==> src/rtl/mem_arbiter_if.sv <==
// Shared-SRAM arbiter bus: fetch, data and loader request ports plus the SRAM command port.
// The arbiter connects through the slave modport; the requesters and SRAM through master.
interface mem_arbiter_if #(
    parameter int unsigned ADDR_W = 16
);
    logic              im_req;
    logic [ADDR_W-1:0] im_addr;
    logic              im_gnt;
    logic              im_rvalid;
    logic [31:0]       im_rdata;

    logic              dm_req;
    logic [3:0]        dm_w_en;
    logic [ADDR_W-1:0] dm_addr;
    logic [31:0]       dm_wdata;
    logic              dm_gnt;
    logic              dm_rvalid;
    logic [31:0]       dm_rdata;

    logic              ld_lock;
    logic              ld_req;
    logic [ADDR_W-1:0] ld_addr;
    logic [31:0]       ld_wdata;
    logic              ld_gnt;

    logic              stall;

    logic [3:0]        sram_w_en;
    logic [ADDR_W-1:0] sram_address;
    logic [31:0]       sram_write_data;
    logic [31:0]       sram_read_data;

    modport slave (
        input  im_req, im_addr, dm_req, dm_w_en, dm_addr, dm_wdata,
        input  ld_lock, ld_req, ld_addr, ld_wdata, sram_read_data,
        output im_gnt, im_rvalid, im_rdata, dm_gnt, dm_rvalid, dm_rdata,
        output ld_gnt, stall, sram_w_en, sram_address, sram_write_data
    );

    modport master (
        output im_req, im_addr, dm_req, dm_w_en, dm_addr, dm_wdata,
        output ld_lock, ld_req, ld_addr, ld_wdata, sram_read_data,
        input  im_gnt, im_rvalid, im_rdata, dm_gnt, dm_rvalid, dm_rdata,
        input  ld_gnt, stall, sram_w_en, sram_address, sram_write_data
    );
endinterface

==> src/rtl/mem_arbiter.sv <==
// Single-port SRAM arbiter: data beats fetch unless fetch has starved, boot loader
// gets exclusive write access while locked. Read data returns one cycle after grant.
module mem_arbiter #(
    parameter int unsigned ADDR_W       = 16,
    parameter int unsigned STARVE_LIMIT = 4
) (
    input logic        clk,
    input logic        rst,
    mem_arbiter_if.slave bus
);
    localparam logic       ST_NORMAL = 1'b0;
    localparam logic       ST_LOCKED = 1'b1;
    localparam logic [1:0] TAG_NONE  = 2'd0;
    localparam logic [1:0] TAG_IM    = 2'd1;
    localparam logic [1:0] TAG_DM    = 2'd2;
    localparam logic [3:0] LIMIT     = 4'(STARVE_LIMIT);

    logic        r_state;
    logic        w_state_d;
    logic [3:0]  r_starve;
    logic [3:0]  w_starve_d;
    logic [1:0]  r_tag;
    logic [1:0]  w_tag_d;
    logic [31:0] r_im_rdata;
    logic [31:0] r_dm_rdata;

    logic              w_normal;
    logic              w_locked;
    logic              w_im_prio;
    logic              w_im_gnt;
    logic              w_dm_gnt;
    logic              w_ld_gnt;
    logic              w_im_rvalid;
    logic              w_dm_rvalid;
    logic [3:0]        w_sram_w_en;
    logic [ADDR_W-1:0] w_sram_addr;
    logic [31:0]       w_sram_wdata;

    // Reset gates every grant and strobe so nothing escapes while rst is held.
    assign w_normal  = ~rst & (r_state == ST_NORMAL);
    assign w_locked  = ~rst & (r_state == ST_LOCKED);
    assign w_im_prio = (r_starve == LIMIT);

    assign w_im_gnt = w_normal & bus.im_req & (w_im_prio | ~bus.dm_req);
    assign w_dm_gnt = w_normal & bus.dm_req & ~(w_im_prio & bus.im_req);
    assign w_ld_gnt = w_locked & bus.ld_req;

    assign w_im_rvalid = ~rst & (r_tag == TAG_IM);
    assign w_dm_rvalid = ~rst & (r_tag == TAG_DM);

    always_comb begin
        w_sram_w_en  = 4'b0000;
        w_sram_addr  = '0;
        w_sram_wdata = '0;
        if (w_ld_gnt) begin
            w_sram_w_en  = 4'b1111;
            w_sram_addr  = bus.ld_addr;
            w_sram_wdata = bus.ld_wdata;
        end else if (w_dm_gnt) begin
            w_sram_w_en  = bus.dm_w_en;
            w_sram_addr  = bus.dm_addr;
            w_sram_wdata = bus.dm_wdata;
        end else if (w_im_gnt) begin
            w_sram_addr  = bus.im_addr;
        end
    end

    always_comb begin
        w_state_d = r_state;
        if (r_state == ST_NORMAL) begin
            if (bus.ld_lock) w_state_d = ST_LOCKED;
        end else if (!bus.ld_lock && r_tag == TAG_NONE) begin
            w_state_d = ST_NORMAL;
        end

        w_starve_d = 4'd0;
        if (bus.im_req && !w_im_gnt) begin
            w_starve_d = (r_starve >= LIMIT) ? LIMIT : r_starve + 4'd1;
        end

        w_tag_d = TAG_NONE;
        if (w_im_gnt) begin
            w_tag_d = TAG_IM;
        end else if (w_dm_gnt && bus.dm_w_en == 4'b0000) begin
            w_tag_d = TAG_DM;
        end
    end

    always_ff @(posedge clk) begin
        if (rst) begin
            r_state    <= ST_NORMAL;
            r_starve   <= 4'd0;
            r_tag      <= TAG_NONE;
            r_im_rdata <= 32'h0;
            r_dm_rdata <= 32'h0;
        end else begin
            r_state  <= w_state_d;
            r_starve <= w_starve_d;
            r_tag    <= w_tag_d;
            if (w_im_rvalid) r_im_rdata <= bus.sram_read_data;
            if (w_dm_rvalid) r_dm_rdata <= bus.sram_read_data;
        end
    end

    // Pass SRAM data straight through on the valid cycle, hold the last word otherwise.
    assign bus.im_rdata  = w_im_rvalid ? bus.sram_read_data : r_im_rdata;
    assign bus.dm_rdata  = w_dm_rvalid ? bus.sram_read_data : r_dm_rdata;
    assign bus.im_rvalid = w_im_rvalid;
    assign bus.dm_rvalid = w_dm_rvalid;
    assign bus.im_gnt    = w_im_gnt;
    assign bus.dm_gnt    = w_dm_gnt;
    assign bus.ld_gnt    = w_ld_gnt;
    assign bus.stall     = (bus.im_req & ~w_im_gnt) | (bus.dm_req & ~w_dm_gnt);

    assign bus.sram_w_en       = w_sram_w_en;
    assign bus.sram_address    = w_sram_addr;
    assign bus.sram_write_data = w_sram_wdata;
endmodule
==> src/flat_wrapper.sv <==
// flat-port wrapper written by rule: the top's interface ports become plain ports
module mem_arbiter_flat 
#(
    parameter int unsigned ADDR_W       = 16,
    parameter int unsigned STARVE_LIMIT = 4
)
  (clk, rst, bus_im_req, bus_im_addr, bus_dm_req, bus_dm_w_en, bus_dm_addr, bus_dm_wdata, bus_ld_lock, bus_ld_req, bus_ld_addr, bus_ld_wdata, bus_sram_read_data, bus_im_gnt, bus_im_rvalid, bus_im_rdata, bus_dm_gnt, bus_dm_rvalid, bus_dm_rdata, bus_ld_gnt, bus_stall, bus_sram_w_en, bus_sram_address, bus_sram_write_data);
  mem_arbiter_if #(.ADDR_W(ADDR_W)) bus_i ();
  input logic clk;
  input logic rst;
  input wire logic [$bits(bus_i.im_req)-1:0] bus_im_req;
  input wire logic [$bits(bus_i.im_addr)-1:0] bus_im_addr;
  input wire logic [$bits(bus_i.dm_req)-1:0] bus_dm_req;
  input wire logic [$bits(bus_i.dm_w_en)-1:0] bus_dm_w_en;
  input wire logic [$bits(bus_i.dm_addr)-1:0] bus_dm_addr;
  input wire logic [$bits(bus_i.dm_wdata)-1:0] bus_dm_wdata;
  input wire logic [$bits(bus_i.ld_lock)-1:0] bus_ld_lock;
  input wire logic [$bits(bus_i.ld_req)-1:0] bus_ld_req;
  input wire logic [$bits(bus_i.ld_addr)-1:0] bus_ld_addr;
  input wire logic [$bits(bus_i.ld_wdata)-1:0] bus_ld_wdata;
  input wire logic [$bits(bus_i.sram_read_data)-1:0] bus_sram_read_data;
  output wire logic [$bits(bus_i.im_gnt)-1:0] bus_im_gnt;
  output wire logic [$bits(bus_i.im_rvalid)-1:0] bus_im_rvalid;
  output wire logic [$bits(bus_i.im_rdata)-1:0] bus_im_rdata;
  output wire logic [$bits(bus_i.dm_gnt)-1:0] bus_dm_gnt;
  output wire logic [$bits(bus_i.dm_rvalid)-1:0] bus_dm_rvalid;
  output wire logic [$bits(bus_i.dm_rdata)-1:0] bus_dm_rdata;
  output wire logic [$bits(bus_i.ld_gnt)-1:0] bus_ld_gnt;
  output wire logic [$bits(bus_i.stall)-1:0] bus_stall;
  output wire logic [$bits(bus_i.sram_w_en)-1:0] bus_sram_w_en;
  output wire logic [$bits(bus_i.sram_address)-1:0] bus_sram_address;
  output wire logic [$bits(bus_i.sram_write_data)-1:0] bus_sram_write_data;
  assign bus_i.im_req = bus_im_req;
  assign bus_i.im_addr = bus_im_addr;
  assign bus_i.dm_req = bus_dm_req;
  assign bus_i.dm_w_en = bus_dm_w_en;
  assign bus_i.dm_addr = bus_dm_addr;
  assign bus_i.dm_wdata = bus_dm_wdata;
  assign bus_i.ld_lock = bus_ld_lock;
  assign bus_i.ld_req = bus_ld_req;
  assign bus_i.ld_addr = bus_ld_addr;
  assign bus_i.ld_wdata = bus_ld_wdata;
  assign bus_i.sram_read_data = bus_sram_read_data;
  assign bus_im_gnt = bus_i.im_gnt;
  assign bus_im_rvalid = bus_i.im_rvalid;
  assign bus_im_rdata = bus_i.im_rdata;
  assign bus_dm_gnt = bus_i.dm_gnt;
  assign bus_dm_rvalid = bus_i.dm_rvalid;
  assign bus_dm_rdata = bus_i.dm_rdata;
  assign bus_ld_gnt = bus_i.ld_gnt;
  assign bus_stall = bus_i.stall;
  assign bus_sram_w_en = bus_i.sram_w_en;
  assign bus_sram_address = bus_i.sram_address;
  assign bus_sram_write_data = bus_i.sram_write_data;
  mem_arbiter #(.ADDR_W(ADDR_W), .STARVE_LIMIT(STARVE_LIMIT)) u_core (.clk(clk), .rst(rst), .bus(bus_i));
endmodule
==> config.mk <==
export PLATFORM = sky130hd
export DESIGN_NAME = mem_arbiter_flat
export DESIGN_NICKNAME = d
export VERILOG_FILES = /design/src/rtl/mem_arbiter_if.sv /design/src/rtl/mem_arbiter.sv /design/src/flat_wrapper.sv
export SDC_FILE = /design/constraint.sdc
export NUM_CORES = 1
export LEC_CHECK = 0
export CORE_AREA = 3 3 106 108
export DETAILED_ROUTE_END_ITERATION = 6
export DIE_AREA = 0 0 109 111
export HOLD_SLACK_MARGIN = 0.08
export PLACE_DENSITY_LB_ADDON = 0.08
export SETUP_SLACK_MARGIN = 0.3
export SLEW_MARGIN = 20
export SYNTH_ARGS = -nofsm -noshare
export SYNTH_HDL_FRONTEND = slang
export SYNTH_SLANG_ARGS = --single-unit
==> constraint.sdc <==
create_clock -name clk -period 3.8 [get_ports clk]
set_input_delay 0.76 -clock clk [delete_from_list [all_inputs] [get_ports clk]]
set_output_delay 0.76 -clock clk [all_outputs]
set_load 0.01 [all_outputs]
==> results of run 1 <==
==> synth_stat cells <==
master and count:
buf_2 11, o211a_1 1, o21ai_0 3, nand3b_1 1, a21oi_1 1, nand3_1 1
and2_1 17, mux2_4 29, buf_1 1, clkbuf_1 9, nor2b_1 35, inv_1 4
nand2b_1 1, ha_1 2, nor3_1 4, nor2_1 2, nor4_1 1, dfxtp_1 71
mux2_2 35, conb_1 1, buf_4 3, a21o_1 4, a22o_1 32, and3b_1 1
buf_6 4, a221o_1 16, nor4b_1 1, nor3b_4 2, and2b_1 29, a2111oi_1 1
a2111oi_0 1
==> area by class of cell <==
type	instances	area [sq um]	area share (%)
clock buffers	11	141	2.11
flip-flops and latches	71	1420	21.2
clock inverters	5	63.8	0.953
well taps	136	170	2.54
repair buffers	285	2850	42.5
inverters	4	15.0	0.224
diodes	1	2.50	0.0374
multi-input cells	221	2030	30.4
==> worst max-delay path, stage by stage <==
cell	delay, ns
clkdlybuf4s50_1	0.50
inv_1	0.09
o211a_1	0.26
buf_12	0.19
a221o_1	0.38
clkdlybuf4s50_1	0.49
==> path summary, 6_finish.rpt <==
path	startpoint	endpoint	depth (start not counted)
setup / recovery	bus_im_req	bus_sram_address[5]	6
hold / removal	u_core.r_starve[0]	u_core.r_starve[0]	1
setup reg to reg	u_core.r_tag[0]	u_core.r_im_rdata[0]	4
hold reg to reg	u_core.r_starve[0]	u_core.r_starve[0]	1
==> what timing repair did <==
action                                 4_1_cts  5_1_grt
endpoints found under the hold margin        0        0
setup endpoints to repair                    0        1
resized for setup                            0        0
==> power by group <==
part	internal (mW)	switching, mW
sequential	0.754	0.00488
combinational	0.275	0.137
clock	0.327	0.286
total	1.36	0.428
==> per-stage QoR <==
stage	cells	setup slack, ns	total power [mW]	hold WS, ns	utilization [%]
finish	734	0.355	1.78	0.457	64.9
CTS	733	0.355	1.81	0.460	64.8
global route	733	0.293	1.87	0.484	64.8
global placement	717	0.389	1.19	0.440	62.8
detailed placement	717	0.356	1.19	0.450	62.8
floorplan	324	1.29	0.904	0.429	-
==> sequential cells by signal, indices dropped and copies added, names as in the netlist <==
| signal | cells |
|---|---|
| u_core.r_starve | 4 |
| u_core.r_state | 1 |
| u_core.r_im_rdata | 32 |
| u_core.r_dm_rdata | 32 |
| u_core.r_tag | 2 |
==> cells by family after synthesis <==
family,synth area share (%)
fa+ha+maj,0.690
mux,22.9
buf+inv,4.83
compound gates,14.3
flops,39.2
other cells,0.103
simple gates,18.0
==> routing by layer <==
layer	GRT usage (%)	vias to the layer above	routed length, um
li1	-	1692	-
met1	24.1	1654	5010
met2	41.9	162	7570
met3	7.34	18	1230
met4	7.24	0	318
met5	0	-	0
==> impl_metrics.tcl, run 1 <==
set metrics [dict create \
    ant_nets 0 \
    cts_tree "done" \
    max_freq_mhz 290 \
    grt_pass1_wl_mm 20.8 \
    syn_nets 480 \
    core_area_sq_mm 0.0103 \
    finalSetupViolations 0 \
    period_share_pct 90.6 \
    start_util_pct 35.1 \
    required_ns 3.04 \
    power_density_mw_per_mm2 266 \
    final_cell_mix "clkdlybuf4s50_1, dfxtp_1, mux2_2, nor2b_1, a22o_1" \
    clk_pin_slew_ns 0.07 \
    dp_hpwl_mm 11.5 \
    drc 0 \
    crit_fanout 54 \
    ys_ff_latch 71 \
    grt.total_usage_pct 22.8 \
    fin_area_sq_mm 0.00670 \
    root_buffer "clkbuf_8" \
    worstPathArrival_ns 2.68 \
    drive_gt1_share_pct 15.6 \
    p_leak_nw 2.74 \
    grt.overflow.total 0 \
    die_area_sq_mm 0.0121 \
    synth_warnings 0 \
    path_class "input port to primary output" \
    clockBufferDepth 2 \
    grt_pass1_vias 3648 \
    syn_avg_cell_area_sq_um 11.2 \
    grt_max_degree 55 \
    yosysUniqueCellTypes 31 \
    drv_slew 0 \
    clock-sinks 71 \
    r2r_setup_slack_ns 2.16 \
    vdd_drop_max_uv 174 \
    cap_violations 0 \
    area_growth_pct 84.7 \
    drtIter0Drc 166 \
    die_y_um 111 \
    seq_area_frac_synth_pct 39.2 \
    cp-start-kind "input port" \
    filler_cell_count 841 \
    clock_latency_ns 0.34 \
    cts_made_buffers 9 \
    nNetsFinal 748 \
    synthTopCellsByArea "dfxtp_1, mux2_4, mux2_2" \
    final.setup.tns_ns 0 \
    rows 37 \
    drt_wl_total_mm 14.1 \
    hold_buffers 0 \
    wl_per_cell_um 19.2 \
    antenna_found_initial 0 \
    via_per_inst 4.80 \
    placed_cell_area_sq_mm 0.00649 \
    drt-pass1-iter-count 4 \
    hp-class "flip-flop to flip-flop" \
    fin_worst_skew_ns 0.00859 \
    cts_setup_buffers 0 \
    run_status "completed" \
    die_w_um 109 \
    synth_top_area_share_pct 39.2 \
    rsz0062_at_grt "true" \
    portBuffers 275 \
    final_common_cell "clkdlybuf4s50_1" \
    boundaryPins 276 \
    htreeDepth 3 \
    place_congestion 0.861 \
    netlist_area_sq_mm 0.00362 \
    netlist_instances 324 \
    min_period_ns 3.44 \
    vias 3526 \
    synth_area_leader_cell "dfxtp_1" \
    worstSetupEndpointType "primary output" \
    hold_viol 0 \
]
Note: power is estimated with default switching activity, not from simulation.
==> inputs of run 2 (changes only) <==
--- a/config.mk
+++ b/config.mk
@@ -8,6 +8,7 @@
 export CORE_AREA = 3 3 106 108
 export DETAILED_ROUTE_END_ITERATION = 6
 export DIE_AREA = 0 0 109 111
+export GPL_ROUTABILITY_DRIVEN = 0
 export HOLD_SLACK_MARGIN = 0.08
 export PLACE_DENSITY_LB_ADDON = 0.08
 export SETUP_SLACK_MARGIN = 0.3
==> results of run 2 <==
Same layout as run 1: the final DEF is identical, and so are final timing and power.
